## src/rtl/spdif_pkg.sv

```systemverilog
// Shared constants for the S/PDIF transmitter: preamble patterns, subframe slot map
// and block length.
package spdif_pkg;

    localparam int DATA_W           = 24;
    localparam int FRAMES_PER_BLOCK = 192;

    // Patterns are sent MSB first and assume the line sat at 0 before the preamble.
    localparam logic [7:0] PRE_B = 8'b1110_1000;
    localparam logic [7:0] PRE_M = 8'b1110_0010;
    localparam logic [7:0] PRE_W = 8'b1110_0100;

    localparam logic [4:0] SLOT_AUD0 = 5'd4;
    localparam logic [4:0] SLOT_V    = 5'd28;
    localparam logic [4:0] SLOT_U    = 5'd29;
    localparam logic [4:0] SLOT_C    = 5'd30;
    localparam logic [4:0] SLOT_P    = 5'd31;

    typedef enum logic {
        SUB_L = 1'b0,
        SUB_R = 1'b1
    } sub_e;

    function automatic logic [7:0] preamble(input sub_e sub, input logic first_frame);
        if (sub == SUB_R) return PRE_W;
        return first_frame ? PRE_B : PRE_M;
    endfunction

endpackage

```

## src/rtl/spdif_bmc.sv

```systemverilog
// Biphase-mark line coder: owns the line level, emits raw preamble UIs
// relative to the level the preamble started from, and BMC-codes data cells.
module spdif_bmc
    import spdif_pkg::*;
(
    input  logic clk_i,
    input  logic rst_n_i,
    input  logic tick_i,
    input  logic ui_phase_i,
    input  logic is_preamble_i,
    input  logic pre_bit_i,
    input  logic data_bit_i,
    output logic spdif_o
);

    logic level_q, level_d;
    logic base_q, base_d;
    logic in_pre_q, in_pre_d;

    always_comb begin
        level_d  = level_q;
        base_d   = base_q;
        in_pre_d = in_pre_q;
        if (tick_i) begin
            in_pre_d = is_preamble_i;
            if (is_preamble_i) begin
                // Capture the reference level on the first preamble UI only.
                if (!in_pre_q) base_d = level_q;
                level_d = pre_bit_i ^ base_d;
            end else if (!ui_phase_i) begin
                level_d = ~level_q;
            end else begin
                level_d = level_q ^ data_bit_i;
            end
        end
    end

    always_ff @(posedge clk_i) begin
        if (!rst_n_i) begin
            level_q  <= 1'b0;
            base_q   <= 1'b0;
            in_pre_q <= 1'b0;
        end else begin
            level_q  <= level_d;
            base_q   <= base_d;
            in_pre_q <= in_pre_d;
        end
    end

    assign spdif_o = level_q;

endmodule

```

## src/rtl/spdif_encoder.sv

```systemverilog
// IEC 60958 consumer transmitter: UI divider, subframe/frame counters, one-deep
// sample holding register with frame-start bypass, and V/U/C/P generation.
module spdif_encoder
    import spdif_pkg::*;
#(
    parameter int unsigned CLK_DIV = 4,
    parameter logic [31:0] CS_BITS = 32'h0200_0004
) (
    input  logic              clk,
    input  logic              resetb,
    input  logic              ena,
    input  logic [DATA_W-1:0] sample_l,
    input  logic [DATA_W-1:0] sample_r,
    input  logic              sample_valid,
    output logic              sample_ready,
    output logic              spdif_out,
    output logic              block_start,
    output logic              underrun
);

    localparam int DIV_W = (CLK_DIV > 1) ? $clog2(CLK_DIV) : 1;
    localparam logic [DIV_W-1:0] DIV_LAST = DIV_W'(CLK_DIV - 1);
    localparam logic [7:0] FRAME_LAST = 8'(FRAMES_PER_BLOCK - 1);

    logic                     run;
    logic [DIV_W-1:0]         div_q, div_d;
    logic [5:0]               ui_q, ui_d;
    sub_e                     sub_q, sub_d;
    logic [7:0]               frame_q, frame_d;
    logic                     hold_full_q;
    logic signed [DATA_W-1:0] hold_l_q, hold_r_q;
    logic signed [DATA_W-1:0] shift_l_q, shift_r_q;
    logic                     udr_q;
    logic                     block_start_q, underrun_q;
    logic                     tick, load, accept, starve;
    logic [4:0]               slot;
    logic [7:0]               pre_pat;
    logic signed [DATA_W-1:0] cur;
    logic                     chan_c, data_bit;

    assign run          = resetb && ena;
    assign tick         = (div_q == DIV_LAST);
    assign load         = tick && (ui_q == 6'd0) && (sub_q == SUB_L);
    assign accept       = sample_valid && !hold_full_q;
    assign starve       = !hold_full_q && !sample_valid;
    assign sample_ready = !hold_full_q;

    always_comb begin
        div_d   = tick ? '0 : div_q + 1'b1;
        ui_d    = ui_q;
        sub_d   = sub_q;
        frame_d = frame_q;
        if (tick) begin
            ui_d = ui_q + 6'd1;
            if (ui_q == 6'd63) begin
                sub_d = sub_e'(~sub_q);
                if (sub_q == SUB_R) frame_d = (frame_q == FRAME_LAST) ? 8'd0 : frame_q + 8'd1;
            end
        end
    end

    always_ff @(posedge clk) begin
        if (!run) begin
            div_q         <= '0;
            ui_q          <= 6'd0;
            sub_q         <= SUB_L;
            frame_q       <= 8'd0;
            hold_full_q   <= 1'b0;
            udr_q         <= 1'b0;
            block_start_q <= 1'b0;
            underrun_q    <= 1'b0;
        end else begin
            div_q         <= div_d;
            ui_q          <= ui_d;
            sub_q         <= sub_d;
            frame_q       <= frame_d;
            block_start_q <= load && (frame_q == 8'd0);
            underrun_q    <= load && starve;
            // A load always leaves the hold empty; a frame-start bypass never fills it.
            if (load) begin
                hold_full_q <= 1'b0;
                udr_q       <= starve;
            end else if (accept) begin
                hold_full_q <= 1'b1;
            end
        end
    end

    always_ff @(posedge clk) begin
        if (run && load) begin
            if (hold_full_q) begin
                shift_l_q <= hold_l_q;
                shift_r_q <= hold_r_q;
            end else if (sample_valid) begin
                shift_l_q <= sample_l;
                shift_r_q <= sample_r;
            end else begin
                shift_l_q <= '0;
                shift_r_q <= '0;
            end
        end
        if (run && accept && !load) begin
            hold_l_q <= sample_l;
            hold_r_q <= sample_r;
        end
    end

    assign slot    = ui_q[5:1];
    assign pre_pat = preamble(sub_q, frame_q == 8'd0);
    assign cur     = (sub_q == SUB_R) ? shift_r_q : shift_l_q;
    assign chan_c  = (frame_q < 8'd32) ? CS_BITS[frame_q[4:0]] : 1'b0;

    always_comb begin
        data_bit = 1'b0;
        if (slot >= SLOT_AUD0 && slot < SLOT_V) data_bit = cur[slot - SLOT_AUD0];
        else if (slot == SLOT_V)                data_bit = udr_q;
        else if (slot == SLOT_U)                data_bit = 1'b0;
        else if (slot == SLOT_C)                data_bit = chan_c;
        else if (slot == SLOT_P)                data_bit = (^cur) ^ udr_q ^ chan_c;
    end

    spdif_bmc u_bmc (
        .clk_i         (clk),
        .rst_n_i       (run),
        .tick_i        (tick),
        .ui_phase_i    (ui_q[0]),
        .is_preamble_i (slot < SLOT_AUD0),
        .pre_bit_i     (pre_pat[~ui_q[2:0]]),
        .data_bit_i    (data_bit),
        .spdif_o       (spdif_out)
    );

    assign block_start = block_start_q;
    assign underrun    = underrun_q;

endmodule

```

## config.mk

```make
export PLATFORM = sky130hd
export DESIGN_NAME = spdif_encoder
export DESIGN_NICKNAME = d
export VERILOG_FILES = /design/src/rtl/spdif_pkg.sv /design/src/rtl/spdif_bmc.sv /design/src/rtl/spdif_encoder.sv
export SDC_FILE = /design/constraint.sdc
export NUM_CORES = 1
export LEC_CHECK = 0
export BUFFER_PORTS_ARGS = -buffer_cell sky130_fd_sc_hd__buf_2
export CAP_MARGIN = 40
export CORE_MARGIN = 4
export CORE_UTILIZATION = 53
export CTS_CLUSTER_DIAMETER = 40
export DETAILED_ROUTE_END_ITERATION = 8
export GPL_ROUTABILITY_DRIVEN = 0
export PLACE_DENSITY = 0.82
export SETUP_SLACK_MARGIN = 0.5
export SYNTH_ARGS = -nofsm -noshare
export SYNTH_HDL_FRONTEND = slang
export SYNTH_HIERARCHICAL = 1
export SYNTH_SLANG_ARGS = --single-unit
```

## constraint.sdc

```tcl
create_clock -name clk -period 5.7 [get_ports clk]
set_clock_uncertainty 0.2 [all_clocks]
set_input_delay 0.57 -clock clk [delete_from_list [all_inputs] [get_ports clk]]
set_output_delay 0.57 -clock clk [all_outputs]
set_load 0.02 [all_outputs]
```

==> impl_metrics.py <==
metrics = {
    "drt": {
        "drt-initial-drc-count": 235,
        "vias_per_cell": 5.65,
        "ant_nets": 0,
        "wl_mm": 10.4,
        "firstDrtPassIters": 4,
        "routed-via-count": 3389,
        "drc_errors": 0,
        "post_drt_wl_per_cell_microns": 17.3,
    },
    "final_layout": {
        "n_antenna_cell": 0,
        "finalNonFillerCells": 600,
        "drive_gt1_frac": 0.226,
        "fin_util": 0.635,
        "final_nets": 513,
        "syn_to_final_growth_pct": 17.0,
        "mostFrequentLayoutCells": "96 x edfxtp_1, 55 x buf_2, 47 x a22o_1",
        "finalInstanceArea_sq_um": 6560,
        "mostFrequentLayoutCell": "edfxtp_1",
    },
    "worst_hold_path": {
        "min_to": "hold_r_q[4]",
        "hold_start": "sample_r[4]",
        "hold_depth": 1,
        "hp-class": "input pin to flip-flop",
    },
    "worst_setup_path": {
        "arrival_ns": 3.48,
        "cp.required_ns": 5.92,
        "worstPathCellList": "buf_16, mux2i_1, xnor2_1, xnor3_1, xnor3_1, o311ai_1, nor2b_1, o2bb2ai_1, o31a_1",
        "critPathLaunchType": "flip-flop",
        "rrSetupSlack_ns": 2.44,
        "critical_path.max_stage_delay_ns": 0.67,
        "cpMostUsedCell": "xnor3_1",
        "end_kind": "flip-flop",
        "r2r-end": "u_bmc/spdif_o",
        "r2r_cells": 9,
        "r2r_start": "sub_q",
        "crit_family": "XOR/XNOR gates",
        "worstPathMaxFanout": 18,
        "slowest_stage": "dfxtp_2",
        "crit_buf_inv": 1,
        "crit_type": "flip-flop to flip-flop",
    },
    "clock_tree": {
        "post_cts_buffers": 0,
        "post_cts_resized": 0,
        "hold_buffers": 0,
        "path_clk_slew_ns": 0.06,
        "cts.sinks": 121,
        "cts_tree": "built",
        "cts_root_buf": "clkbuf_8",
        "clk_path_buf_depth": 2,
        "htreeDepth": 4,
        "numCtsBuffers": 17,
        "clock_latency_ns": 0.53,
    },
    "yosys": {
        "ys_dominant_reg_cell": "edfxtp_1",
        "synth.cell_area_sq_um": 5600,
        "synth_cells": 396,
        "ys_seq_elements": 121,
        "ys_types": 53,
        "synth_edf_count": 96,
        "async_flop_share": 0,
        "synth.net_count": 456,
        "synth.avg_cell_area_sq_um": 14.1,
        "ys_seq_area_frac": 0.604,
        "yosysWarnings": 6,
    },
    "run": {
        "max_cap_viol_count": 0,
    },
    "pwr": {
        "p_per_area_nw_per_um2": 315,
        "vdd_drop_max_mv": 0.329,
        "p_leak_nw": 2.32,
        "fin_total_pwr_mw": 2.06,
    },
    "global_route": {
        "grt_pass1_vias": 3511,
        "grt_max_degree": 53,
        "grt_pass1_wl_mm": 17.3,
        "antenna_found_initial": 0,
        "grt_overflow": 0,
        "grt_usage": 0.179,
    },
    "sta": {
        "post-route-period-util": 0.571,
        "finalCriticalPeriod_ns": 3.26,
        "tns_ns": 0,
        "tightest_slew_ns": 0.769,
        "setup_viol": 0,
        "timing.final.hold_violations": 0,
        "final-max-slew-violation-count": 0,
        "relSlewSlack": 0.487,
        "max_freq_ghz": 0.307,
        "rsz0062_at_grt": "false",
    },
    "die": {
        "num_rows": 37,
        "dieArea_sq_um": 12300,
        "start_util": 0.543,
        "die_w_microns": 111,
        "core-area_sq_um": 10300,
        "pin_count": 56,
        "die_y_microns": 111,
    },
    "status": {
        "status": "completed",
    },
    "placed_design": {
        "dp_cells": 570,
        "dp_hpwl_mm": 7.06,
        "port_buffers": 55,
        "dpl_cell_area_sq_um": 6000,
    },
}
[layout make-up]
cell class	count	area, sq um
multi-input combinational	237	2040
timing repair buffer	60	353
inverter	16	60.1
sequential	121	3390
tap	136	170
clock inverter	11	131
clock buffer	19	422
fill	711	3770
[through the flow]
step	setup WS (ns)	hold WS [ns]
5_1_grt	2.18	0.0117
3_3_place_gp	2.37	0.214
3_5_place_dp	2.47	0.233
6_report	2.44	0.0296
2_1_floorplan	2.07	0.204
4_1_cts	2.45	0.0105
[flip-flops by register name, summed over array words and instances, names as in the netlist, named ones only]
signal / cells
ui_q: 6
sub_q: 1
hold_r_q: 24
hold_l_q: 24
u_bmc/base_q: 1
block_start: 1
shift_r_q: 24
shift_l_q: 24
u_bmc/spdif_o: 1
div_q: 2
hold_full_q: 1
udr_q: 1
frame_q: 8
u_bmc/in_pre_q: 1
underrun: 1
[worst reg2reg max path, cell delays in order (launching register included)]
cell	delay (ns)
dfxtp_2	0.67
buf_16	0.24
mux2i_1	0.24
xnor2_1	0.15
xnor3_1	0.43
xnor3_1	0.37
o311ai_1	0.35
nor2b_1	0.10
o2bb2ai_1	0.14
o31a_1	0.25
[Yosys cell counts (all sizes together), types with 2 or more instances]
library cell,n,share of area
nand3,5,0.0067
a22o,47,0.073
inv,15,0.010
nor3b,2,0.0027
o31ai,2,0.0051
nand2,17,0.011
mux4,10,0.040
mux2i,25,0.045
a22oi,2,0.0027
ha,8,0.018
and2,3,0.0034
clkbuf,12,0.0080
a31oi,3,0.0034
xor2,24,0.038
nand4,4,0.0045
edfxtp,96,0.51
nor2,21,0.014
nor4,2,0.0045
nor2b,3,0.0034
xnor3,2,0.0080
dfxtp,25,0.089
buf,10,0.017
a21boi,2,0.0027
xnor2,19,0.030
or3,5,0.0056
nor3,7,0.0063
a21oi,6,0.0060
o21ai,3,0.0027
[how the worst max path moves through the flow]
stage | from | end | slack (ns) | cells after the start
6_report | sub_q | u_bmc/spdif_o | 2.44 | 9
5_1_grt | sub_q | u_bmc/spdif_o | 2.18 | 10
4_1_cts | sub_q | u_bmc/spdif_o | 2.45 | 9
3_5_place_dp | sub_q | u_bmc/spdif_o | 2.47 | 10
3_3_place_gp | sub_q | u_bmc/spdif_o | 2.37 | 9
2_1_floorplan | ui_q[1] | hold_l_q[0] | 2.07 | 6
[power by group]
part	switching [mW]	internal, mW
sequential	0.00399	0.969
clock	0.359	0.652
combinational	0.0408	0.0377
[cells by family after synthesis]
| logic type | synth area share |
|---|---|
| XOR/XNOR | 0.0753 |
| multiplexers | 0.0855 |
| flip-flops | 0.604 |
| buffers and inverters | 0.0362 |
| AO/OA/AOI/OAI | 0.107 |
| AND/OR/NAND/NOR | 0.0739 |
| adder cells (fa/ha/maj) | 0.0179 |
[per-layer routing]
layer,up-vias,GRT usage,wire length [microns]
li1,1627,-,-
met4,0,0.0854,229
met1,1645,0.206,4300
met3,25,0.0590,506
met5,-,0,0
met2,92,0.303,5360
Power figures use the tool's default switching activity.
